===== src/rtl/overlay_update_ctrl_pkg.sv =====
// Shared constants and types for the overlay text-RAM update controller.
// The text RAM address width is also used by the compositor read side.
package overlay_update_ctrl_pkg;

  localparam int TEXT_DEPTH = 80;
  localparam int ADDR_W     = 7;
  localparam int FIFO_DEPTH = 16;
  localparam int ENTRY_W    = ADDR_W + 8;
  localparam int LVL_W      = $clog2(FIFO_DEPTH) + 1;

  localparam logic [9:0]        Y_ACTIVE     = 10'd720;
  localparam logic [7:0]        CLEAR_CHAR   = 8'h20;
  localparam logic              RST_EN_IMAGE = 1'b1;
  localparam logic              RST_EN_TEXT  = 1'b1;
  localparam logic [ADDR_W-1:0] LAST_ADDR    = ADDR_W'(TEXT_DEPTH - 1);

  typedef enum logic [1:0] {
    ST_IDLE  = 2'd0,
    ST_CLEAR = 2'd1,
    ST_DRAIN = 2'd2,
    ST_WAIT  = 2'd3
  } state_t;

  function automatic logic addr_in_range(input logic [ADDR_W-1:0] addr);
    return (addr <= LAST_ADDR);
  endfunction

endpackage


===== src/rtl/overlay_update_ctrl_if.sv =====
// Host-side request channel: character writes, clear request and enable config.
interface overlay_update_ctrl_if;
  import overlay_update_ctrl_pkg::*;

  logic              wr_valid;
  logic              wr_ready;
  logic [ADDR_W-1:0] wr_addr;
  logic [7:0]        wr_char;
  logic              clr_req;
  logic              cfg_valid;
  logic              cfg_en_image;
  logic              cfg_en_text;

  modport master (
    output wr_valid, wr_addr, wr_char, clr_req, cfg_valid, cfg_en_image, cfg_en_text,
    input  wr_ready
  );

  modport slave (
    input  wr_valid, wr_addr, wr_char, clr_req, cfg_valid, cfg_en_image, cfg_en_text,
    output wr_ready
  );

endinterface


===== src/rtl/overlay_update_ctrl_sync_fifo.sv =====
// Single-clock FIFO with first-word-fall-through output from the storage registers.
// A push is accepted while full only when a pop happens in the same cycle.
module sync_fifo #(
  parameter int WIDTH = 15,
  parameter int DEPTH = 16
) (
  input  logic                       pixel_clk,
  input  logic                       rst,
  input  logic                       push,
  input  logic [WIDTH-1:0]           din,
  input  logic                       pop,
  output logic [WIDTH-1:0]           dout,
  output logic                       full,
  output logic                       empty,
  output logic [$clog2(DEPTH):0]     level
);

  localparam int PTR_W = $clog2(DEPTH);
  localparam logic [PTR_W:0] FULL_CNT = (PTR_W + 1)'(DEPTH);

  logic [WIDTH-1:0] mem_r [DEPTH];
  logic [PTR_W-1:0] wr_ptr_r;
  logic [PTR_W-1:0] rd_ptr_r;
  logic [PTR_W:0]   count_r;
  logic             do_push_s;
  logic             do_pop_s;

  assign full      = (count_r == FULL_CNT);
  assign empty     = (count_r == '0);
  assign level     = count_r;
  assign dout      = mem_r[rd_ptr_r];
  assign do_pop_s  = pop && !empty;
  assign do_push_s = push && (!full || do_pop_s);

  // Storage array write
  always_ff @(posedge pixel_clk) begin
    if (do_push_s) begin
      mem_r[wr_ptr_r] <= din;
    end
  end

  // Pointers and occupancy
  always_ff @(posedge pixel_clk or posedge rst) begin
    if (rst) begin
      wr_ptr_r <= '0;
      rd_ptr_r <= '0;
      count_r  <= '0;
    end else begin
      if (do_push_s) begin
        wr_ptr_r <= wr_ptr_r + 1'b1;
      end
      if (do_pop_s) begin
        rd_ptr_r <= rd_ptr_r + 1'b1;
      end
      case ({do_push_s, do_pop_s})
        2'b10:   count_r <= count_r + 1'b1;
        2'b01:   count_r <= count_r - 1'b1;
        default: count_r <= count_r;
      endcase
    end
  end

endmodule


===== src/rtl/overlay_update_ctrl.sv =====
// Sole writer of the text character RAM: queues host updates and applies clears,
// queued writes and enable changes only during vertical blanking.
module overlay_update_ctrl
  import overlay_update_ctrl_pkg::*;
(
  input  logic                 pixel_clk,
  input  logic                 rst,
  input  logic [9:0]           y_coord,
  overlay_update_ctrl_if.slave host,
  output logic                 tram_we,
  output logic [ADDR_W-1:0]    tram_addr,
  output logic [7:0]           tram_wdata,
  output logic                 enable_image,
  output logic                 enable_text,
  output logic                 busy,
  output logic                 err_addr,
  output logic [15:0]          frame_cnt
);

  localparam logic [LVL_W-1:0] LVL_ONE = LVL_W'(1);

  state_t             state_r;
  state_t             state_nxt_s;
  logic               at_active_r;
  logic               vblank_start_s;
  logic               in_vblank_s;
  logic               accept_s;
  logic               push_s;
  logic               pop_s;
  logic               clr_wr_s;
  logic               clr_done_s;
  logic               clr_pending_r;
  logic [ADDR_W-1:0]  clr_addr_r;
  logic               shadow_image_r;
  logic               shadow_text_r;
  logic               fifo_full_s;
  logic               fifo_empty_s;
  logic [LVL_W-1:0]   fifo_level_s;
  logic [ENTRY_W-1:0] fifo_dout_s;

  assign vblank_start_s = (y_coord == Y_ACTIVE) && !at_active_r;
  assign in_vblank_s    = (y_coord >= Y_ACTIVE);
  assign host.wr_ready  = !fifo_full_s;
  assign accept_s       = host.wr_valid && host.wr_ready;
  // Out-of-range writes still complete the handshake but never reach the queue.
  assign push_s         = accept_s && addr_in_range(host.wr_addr);

  sync_fifo #(
    .WIDTH (ENTRY_W),
    .DEPTH (FIFO_DEPTH)
  ) u_fifo (
    .pixel_clk (pixel_clk),
    .rst       (rst),
    .push      (push_s),
    .din       ({host.wr_addr, host.wr_char}),
    .pop       (pop_s),
    .dout      (fifo_dout_s),
    .full      (fifo_full_s),
    .empty     (fifo_empty_s),
    .level     (fifo_level_s)
  );

  // Next-state and per-cycle write selection
  always_comb begin
    state_nxt_s = state_r;
    pop_s       = 1'b0;
    clr_wr_s    = 1'b0;
    clr_done_s  = 1'b0;
    case (state_r)
      ST_IDLE: begin
        if (vblank_start_s) begin
          if (clr_pending_r) begin
            state_nxt_s = ST_CLEAR;
          end else if (!fifo_empty_s) begin
            state_nxt_s = ST_DRAIN;
          end else begin
            state_nxt_s = ST_WAIT;
          end
        end else begin
          state_nxt_s = ST_IDLE;
        end
      end
      ST_CLEAR: begin
        if (!in_vblank_s) begin
          state_nxt_s = ST_IDLE;
        end else begin
          clr_wr_s = 1'b1;
          if (clr_addr_r == LAST_ADDR) begin
            clr_done_s  = 1'b1;
            state_nxt_s = fifo_empty_s ? ST_WAIT : ST_DRAIN;
          end else begin
            state_nxt_s = ST_CLEAR;
          end
        end
      end
      ST_DRAIN: begin
        if (!in_vblank_s) begin
          state_nxt_s = ST_IDLE;
        end else if (fifo_empty_s) begin
          state_nxt_s = ST_WAIT;
        end else begin
          pop_s = 1'b1;
          // Leave as soon as the last entry goes, so busy covers only writing cycles.
          if ((fifo_level_s == LVL_ONE) && !push_s) begin
            state_nxt_s = ST_WAIT;
          end else begin
            state_nxt_s = ST_DRAIN;
          end
        end
      end
      ST_WAIT: begin
        if (!in_vblank_s) begin
          state_nxt_s = ST_IDLE;
        end else begin
          state_nxt_s = ST_WAIT;
        end
      end
      default: begin
        state_nxt_s = ST_IDLE;
      end
    endcase
  end

  // State register, blanking edge detect and busy flag
  always_ff @(posedge pixel_clk or posedge rst) begin
    if (rst) begin
      state_r     <= ST_IDLE;
      at_active_r <= 1'b0;
      busy        <= 1'b0;
    end else begin
      state_r     <= state_nxt_s;
      at_active_r <= (y_coord == Y_ACTIVE);
      busy        <= (state_nxt_s == ST_CLEAR) || (state_nxt_s == ST_DRAIN);
    end
  end

  // Registered text RAM write port
  always_ff @(posedge pixel_clk or posedge rst) begin
    if (rst) begin
      tram_we    <= 1'b0;
      tram_addr  <= '0;
      tram_wdata <= 8'h00;
    end else begin
      tram_we    <= clr_wr_s || pop_s;
      tram_addr  <= clr_wr_s ? clr_addr_r : fifo_dout_s[ENTRY_W-1:8];
      tram_wdata <= clr_wr_s ? CLEAR_CHAR : fifo_dout_s[7:0];
    end
  end

  // Clear sweep address and pending flag; an interrupted sweep restarts at 0
  always_ff @(posedge pixel_clk or posedge rst) begin
    if (rst) begin
      clr_addr_r    <= '0;
      clr_pending_r <= 1'b0;
    end else begin
      if (clr_wr_s && !clr_done_s) begin
        clr_addr_r <= clr_addr_r + 1'b1;
      end else begin
        clr_addr_r <= '0;
      end
      if (host.clr_req) begin
        clr_pending_r <= 1'b1;
      end else if (clr_done_s) begin
        clr_pending_r <= 1'b0;
      end else begin
        clr_pending_r <= clr_pending_r;
      end
    end
  end

  // Enable shadow, frame-synchronous enables, frame counter and address error
  always_ff @(posedge pixel_clk or posedge rst) begin
    if (rst) begin
      shadow_image_r <= RST_EN_IMAGE;
      shadow_text_r  <= RST_EN_TEXT;
      enable_image   <= RST_EN_IMAGE;
      enable_text    <= RST_EN_TEXT;
      frame_cnt      <= 16'd0;
      err_addr       <= 1'b0;
    end else begin
      if (host.cfg_valid) begin
        shadow_image_r <= host.cfg_en_image;
        shadow_text_r  <= host.cfg_en_text;
      end
      if (vblank_start_s) begin
        enable_image <= shadow_image_r;
        enable_text  <= shadow_text_r;
        frame_cnt    <= frame_cnt + 16'd1;
      end
      if (accept_s && !addr_in_range(host.wr_addr)) begin
        err_addr <= 1'b1;
      end
    end
  end

endmodule


===== src/flat_wrapper.sv =====
// flat-port wrapper written by rule: the top's interface ports become plain ports
module overlay_update_ctrl_flat import overlay_update_ctrl_pkg::*;
  (pixel_clk, rst, y_coord, tram_we, tram_addr, tram_wdata, enable_image, enable_text, busy, err_addr, frame_cnt, host_wr_valid, host_wr_addr, host_wr_char, host_clr_req, host_cfg_valid, host_cfg_en_image, host_cfg_en_text, host_wr_ready);
  overlay_update_ctrl_if host_i ();
  input  logic pixel_clk;
  input  logic rst;
  input  logic [9:0] y_coord;
  output logic tram_we;
  output logic [ADDR_W-1:0] tram_addr;
  output logic [7:0] tram_wdata;
  output logic enable_image;
  output logic enable_text;
  output logic busy;
  output logic err_addr;
  output logic [15:0] frame_cnt;
  input wire logic [$bits(host_i.wr_valid)-1:0] host_wr_valid;
  input wire logic [$bits(host_i.wr_addr)-1:0] host_wr_addr;
  input wire logic [$bits(host_i.wr_char)-1:0] host_wr_char;
  input wire logic [$bits(host_i.clr_req)-1:0] host_clr_req;
  input wire logic [$bits(host_i.cfg_valid)-1:0] host_cfg_valid;
  input wire logic [$bits(host_i.cfg_en_image)-1:0] host_cfg_en_image;
  input wire logic [$bits(host_i.cfg_en_text)-1:0] host_cfg_en_text;
  output wire logic [$bits(host_i.wr_ready)-1:0] host_wr_ready;
  assign host_i.wr_valid = host_wr_valid;
  assign host_i.wr_addr = host_wr_addr;
  assign host_i.wr_char = host_wr_char;
  assign host_i.clr_req = host_clr_req;
  assign host_i.cfg_valid = host_cfg_valid;
  assign host_i.cfg_en_image = host_cfg_en_image;
  assign host_i.cfg_en_text = host_cfg_en_text;
  assign host_wr_ready = host_i.wr_ready;
  overlay_update_ctrl u_core (.pixel_clk(pixel_clk), .rst(rst), .y_coord(y_coord), .host(host_i), .tram_we(tram_we), .tram_addr(tram_addr), .tram_wdata(tram_wdata), .enable_image(enable_image), .enable_text(enable_text), .busy(busy), .err_addr(err_addr), .frame_cnt(frame_cnt));
endmodule

===== config.mk =====
export PLATFORM = sky130hd
export DESIGN_NAME = overlay_update_ctrl_flat
export DESIGN_NICKNAME = d
export VERILOG_FILES = /design/src/rtl/overlay_update_ctrl_pkg.sv /design/src/rtl/overlay_update_ctrl_if.sv /design/src/rtl/overlay_update_ctrl_sync_fifo.sv /design/src/rtl/overlay_update_ctrl.sv /design/src/flat_wrapper.sv
export SDC_FILE = /design/constraint.sdc
export NUM_CORES = 1
export LEC_CHECK = 0
export CAP_MARGIN = 20
export CORE_MARGIN = 3
export CORE_UTILIZATION = 30
export DETAILED_ROUTE_END_ITERATION = 8
export GPL_TIMING_DRIVEN = 1
export PLACE_DENSITY = 0.51
export SYNTH_ARGS = -nofsm -noshare
export SYNTH_HDL_FRONTEND = slang
export SYNTH_SLANG_ARGS = --single-unit

===== constraint.sdc =====
create_clock -name pixel_clk -period 4.45 [get_ports pixel_clk]
set_input_delay 0.89 -clock pixel_clk [delete_from_list [all_inputs] [get_ports pixel_clk]]
set_output_delay 0.89 -clock pixel_clk [all_outputs]
set_load 0.005 [all_outputs]

==> impl_metrics.yaml <==
outcome:
  outcome: "completed"
placed_design:
  detailedPlacementHpwl_microns: 17500
  place.gp.congestion: 0.712
  pre_cts_ws_ns: 0.769
  io_buffers: 68
  dp_cells: 1222
worst_setup_path:
  crit_path_cell_trace: "clkdlybuf4s50_1 -> o21ai_0 -> and3_1 -> nand2_1 -> nor2_2 -> buf_4"
  timing.reg2reg.setup_slack_ns: 1.82
  critPathSlowestCell: "clkdlybuf4s50_1"
  setup.worst_path.class: "input port to register"
  path_max_fanout: 9
  cp.arrival_ns: 3.31
  r2r-end: "u_core.u_fifo.mem_r[7][12]"
  critPathLaunchType: "input port"
  timing.critical_path.to_type: "register"
  regToRegStartpoint: "u_core.u_fifo.level[0]"
  worst_ep_required_time_ns: 4.66
  delay_of_the_slowest_cell_on_the_worst_path_ns: 0.50
  r2r.worst_path.cells: 7
clocking:
  cts_htree_levels: 2
  ctsLongestPathBuffers: 3
  cts_inserted_buffers: 34
  cts.hold.buffers_added: 0
  cts_tree: "built"
  cts.sinks: 302
  postCtsResizedCells: 0
  clkSlewWorstSetupHoldPaths_ns: 0.06
  insertion_delay_ns: 0.52
  post-cts-setup-buffer-count: 0
  cts.root.buffer_cell: "clkbuf_16"
global_routing:
  first_global_vias: 6418
  grt_pass1_wl_microns: 41000
  track_usage_pct: 12.9
  total_overflow_reported_by_the_global_router: 0
  antenna_violations_before_repair: 1
  grt_start_max_net_pins: 42
sta:
  period_share_pct: 69.7
  final.setup.worst_slack_ns: 1.35
  timing_hold_violations_final: 0
  achievable-frequency_mhz: 323
  finalSetupTns_ns: 0
  timing.slew.headroom_pct: 27.6
  final-setup-viol-count: 0
  fin_worst_skew_ns: 0.0262
  layout_min_cycle_time_ns: 3.10
  grt_setup_unrepaired: "no"
  transition_at_the_pin_with_the_smallest_max_transition_slack_ns: 1.09
  report.final.slew_viol_count: 0
drt:
  drt_iter0_drc: 478
  detail_route.wirelength_microns: 26900
  route.vias.total: 6083
  first_pass_iters: 4
  drc: 0
  final_antenna_net_count: 0
  routedWlPerCell_microns: 21.0
  drt-vias-per-instance: 4.74
cells_and_area:
  fillCellCount: 3596
  share_of_post_route_cells_with_drive_strength_above_1_pct: 24.2
  area_growth_syn_to_layout_pct: 22.3
  area.sequential_sq_um: 8770
  final_core_util_pct: 37.5
  final_net_count: 784
  final_cells: 1283
  multiInputGateArea_sq_um: 3060
  antenna_cells_inserted: 0
synthesis:
  synth.ff_latch_count: 302
  syn_inst: 632
  yosys_cell_types: 45
  post_synth.cell_area_avg_sq_um: 18.9
  syn_area_sq_um: 11900
  seq_area_frac_synth_pct: 73.4
  synth-warning-count: 0
  syn-num-nets: 676
die:
  fp-row-count: 72
  floorplan.initialDensity_pct: 30.6
  core_region_area_sq_um: 39000
  io_pins: 69
  die_width_microns: 206
  floorplan.die.height_microns: 206
  floorplan.die_area_sq_um: 42300
power:
  cellLeakagePower_uw: 0.00484
  pwr_total_uw: 6690
  swShare_pct: 23.0
  power_frac_comb_pct: 7.5
  p_clk_share_pct: 42.3
  internal_power_uw: 5160
  power.density_cell_area_nw_per_um2: 458
  peakVddDrop_mv: 0.238
  relative_contribution_of_sequential_cells_to_total_power_pct: 50.2
  switching_power_uw: 1540
worst_hold_path:
  timing.hold.worst.class: "register to register"
  hold_start: "u_core.frame_cnt[15]"
  holdPathStages: 1
  worstHoldEndpoint: "u_core.frame_cnt[15]"
job:
  timing.max_cap.violations: 0
critical path: cells and delay by family:
| kind | cells | cell delay [ns] |
|---|---|---|
| buf+inv | 2 | 0.77 |
| compound gates | 1 | 0.47 |
| simple gates | 3 | 1.16 |
worst max path at each step:
stage / from / end / slack, ns / cells after the start
6_report: host_wr_addr[5] / u_core.u_fifo.mem_r[7][12] / 1.35 / 6
5_1_grt: host_wr_addr[5] / u_core.u_fifo.mem_r[7][12] / 1.14 / 6
4_1_cts: host_wr_addr[4] / u_core.u_fifo.mem_r[7][12] / 1.30 / 6
3_5_place_dp: host_wr_addr[4] / u_core.u_fifo.mem_r[7][12] / 0.77 / 6
3_3_place_gp: host_wr_addr[4] / u_core.u_fifo.mem_r[7][12] / 0.86 / 6
2_1_floorplan: host_wr_addr[4] / u_core.u_fifo.mem_r[3][0] / 1.24 / 5
layer usage:
| layer | GRT usage, % | part of all wire, % |
|---|---|---|
| met4 | 3.08 | 1.8 |
| met1 | 18.9 | 47 |
| met2 | 19.9 | 45 |
| met5 | 0 | 0 |
| met3 | 2.40 | 5.4 |
state kept, by name, summed over array words and instances, names as in the netlist:
register / flops
u_core.u_fifo.wr_ptr_r: 4
u_core.u_fifo.level: 5
u_core.u_fifo.rd_ptr_r: 4
u_core.shadow_text_r: 1
u_core.at_active_r: 1
u_core.enable_text: 1
u_core.state_r: 2
u_core.u_fifo.mem_r: 240
u_core.tram_wdata: 8
u_core.clr_addr_r: 7
u_core.enable_image: 1
u_core.clr_pending_r: 1
u_core.tram_addr: 7
u_core.err_addr: 1
u_core.tram_we: 1
u_core.busy: 1
u_core.frame_cnt: 16
u_core.shadow_image_r: 1
cells in the final DEF (no fill, tap or decap), types with 4 or more instances in the layout:
cell | Yosys | final
a211oi_1 | 21 | 21
xnor2_1 | 21 | 21
inv_1 | 10 | 9
dfrtp_1 | 58 | 54
mux2_2 | 6 | 6
mux4_2 | 60 | 60
xor2_1 | 9 | 9
clkinv_2 | 0 | 8
nand2_1 | 19 | 19
clkdlybuf4s50_1 | 0 | 68
nor2_1 | 28 | 16
buf_4 | 1 | 29
edfxtp_1 | 240 | 240
and3_1 | 4 | 4
nand4_1 | 10 | 10
nand3_1 | 8 | 8
nor2_2 | 0 | 12
a21oi_1 | 5 | 5
dfstp_2 | 4 | 4
dfrtp_2 | 0 | 4
nor3_2 | 0 | 4
o21ai_0 | 7 | 7
mux2i_1 | 16 | 16
o22ai_1 | 8 | 8
nor3_1 | 9 | 5
a21o_1 | 8 | 8
bufinv_16 | 0 | 4
ha_1 | 12 | 12
nor2b_1 | 9 | 9
nand2b_1 | 6 | 6
clkbuf_16 | 0 | 35
clkinv_1 | 0 | 5
o211ai_1 | 4 | 4
cells in the mapped netlist:
cell / n / area, sq um
nor4b_1: 1 / 8.76
and3_1: 4 / 25.0
mux2_2: 6 / 67.6
nand3_1: 8 / 40.0
dfstp_2: 4 / 105
o32ai_1: 1 / 8.76
or4b_4: 2 / 27.5
nand2_1: 19 / 71.3
a211oi_1: 21 / 158
mux4_2: 60 / 1350
o211a_1: 1 / 10.0
ha_1: 12 / 150
nor4_4: 1 / 21.3
xnor2_1: 21 / 184
o41a_1: 1 / 11.3
nand4_1: 10 / 62.6
buf_2: 12 / 60.1
mux2i_1: 16 / 160
nand4b_1: 3 / 26.3
clkbuf_1: 10 / 37.5
or2_2: 2 / 12.5
nand3b_1: 2 / 15.0
nor2_1: 28 / 105
o22ai_1: 8 / 50.1
nand2b_1: 6 / 37.5
inv_1: 10 / 37.5
a21oi_1: 5 / 25.0
dfrtp_1: 58 / 1450
or4b_2: 2 / 20.0
o21bai_1: 1 / 7.51
buf_6: 1 / 11.3
a21o_1: 8 / 60.1
buf_1: 4 / 15.0
nor3_1: 9 / 45.0
or3_1: 1 / 6.26
nor4_2: 1 / 12.5
nor2b_1: 9 / 56.3
o211ai_1: 4 / 30.0
o21ai_0: 7 / 35.0
xor2_1: 9 / 78.8
o2111a_1: 1 / 11.3
edfxtp_1: 240 / 7210
or4_4: 1 / 11.3
nand4bb_1: 1 / 11.3
buf_4: 1 / 7.51
power groups by stage:
stage	clock network, uW	logic, uW	registers [uW]
after floorplan	0	302	3360
after global placement	0	508	3410
after detailed placement	0	513	3410
after CTS	2910	515	3360
after global routing	3040	558	3380
final	2830	504	3360
metrics by stage:
stage | hold slack, ns | cell area (sq um)
2_1_floorplan | 0.447 | 11900
3_3_place_gp | 0.460 | 13500
3_5_place_dp | 0.464 | 13500
4_1_cts | 0.471 | 14600
5_1_grt | 0.494 | 14600
6_report | 0.463 | 14600
kinds of logic (layout without fill, tap and decap cells):
| logic type | count (synthesis) | after routing | synth area share (%) |
|---|---|---|---|
| AO/OA/AOI/OAI | 58 | 58 | 3.40 |
| buffers and inverters | 38 | 171 | 1.41 |
| multiplexers | 82 | 82 | 13.2 |
| AND/OR/NAND/NOR | 110 | 110 | 5.15 |
| adder cells (fa/ha/maj) | 12 | 12 | 1.26 |
| XOR/XNOR | 30 | 30 | 2.20 |
| flip-flops | 302 | 302 | 73.4 |
layout make-up:
type | instances | share of cell area (%)
clock buffer | 39 | 6.17
clock inverter | 22 | 1.58
inverter | 10 | 0.257
multi-input combinational | 292 | 21.0
sequential | 302 | 60.0
tap | 518 | 4.44
timing repair buffer | 100 | 6.56
No activity file was read; power rests on OpenSTA's default activity.
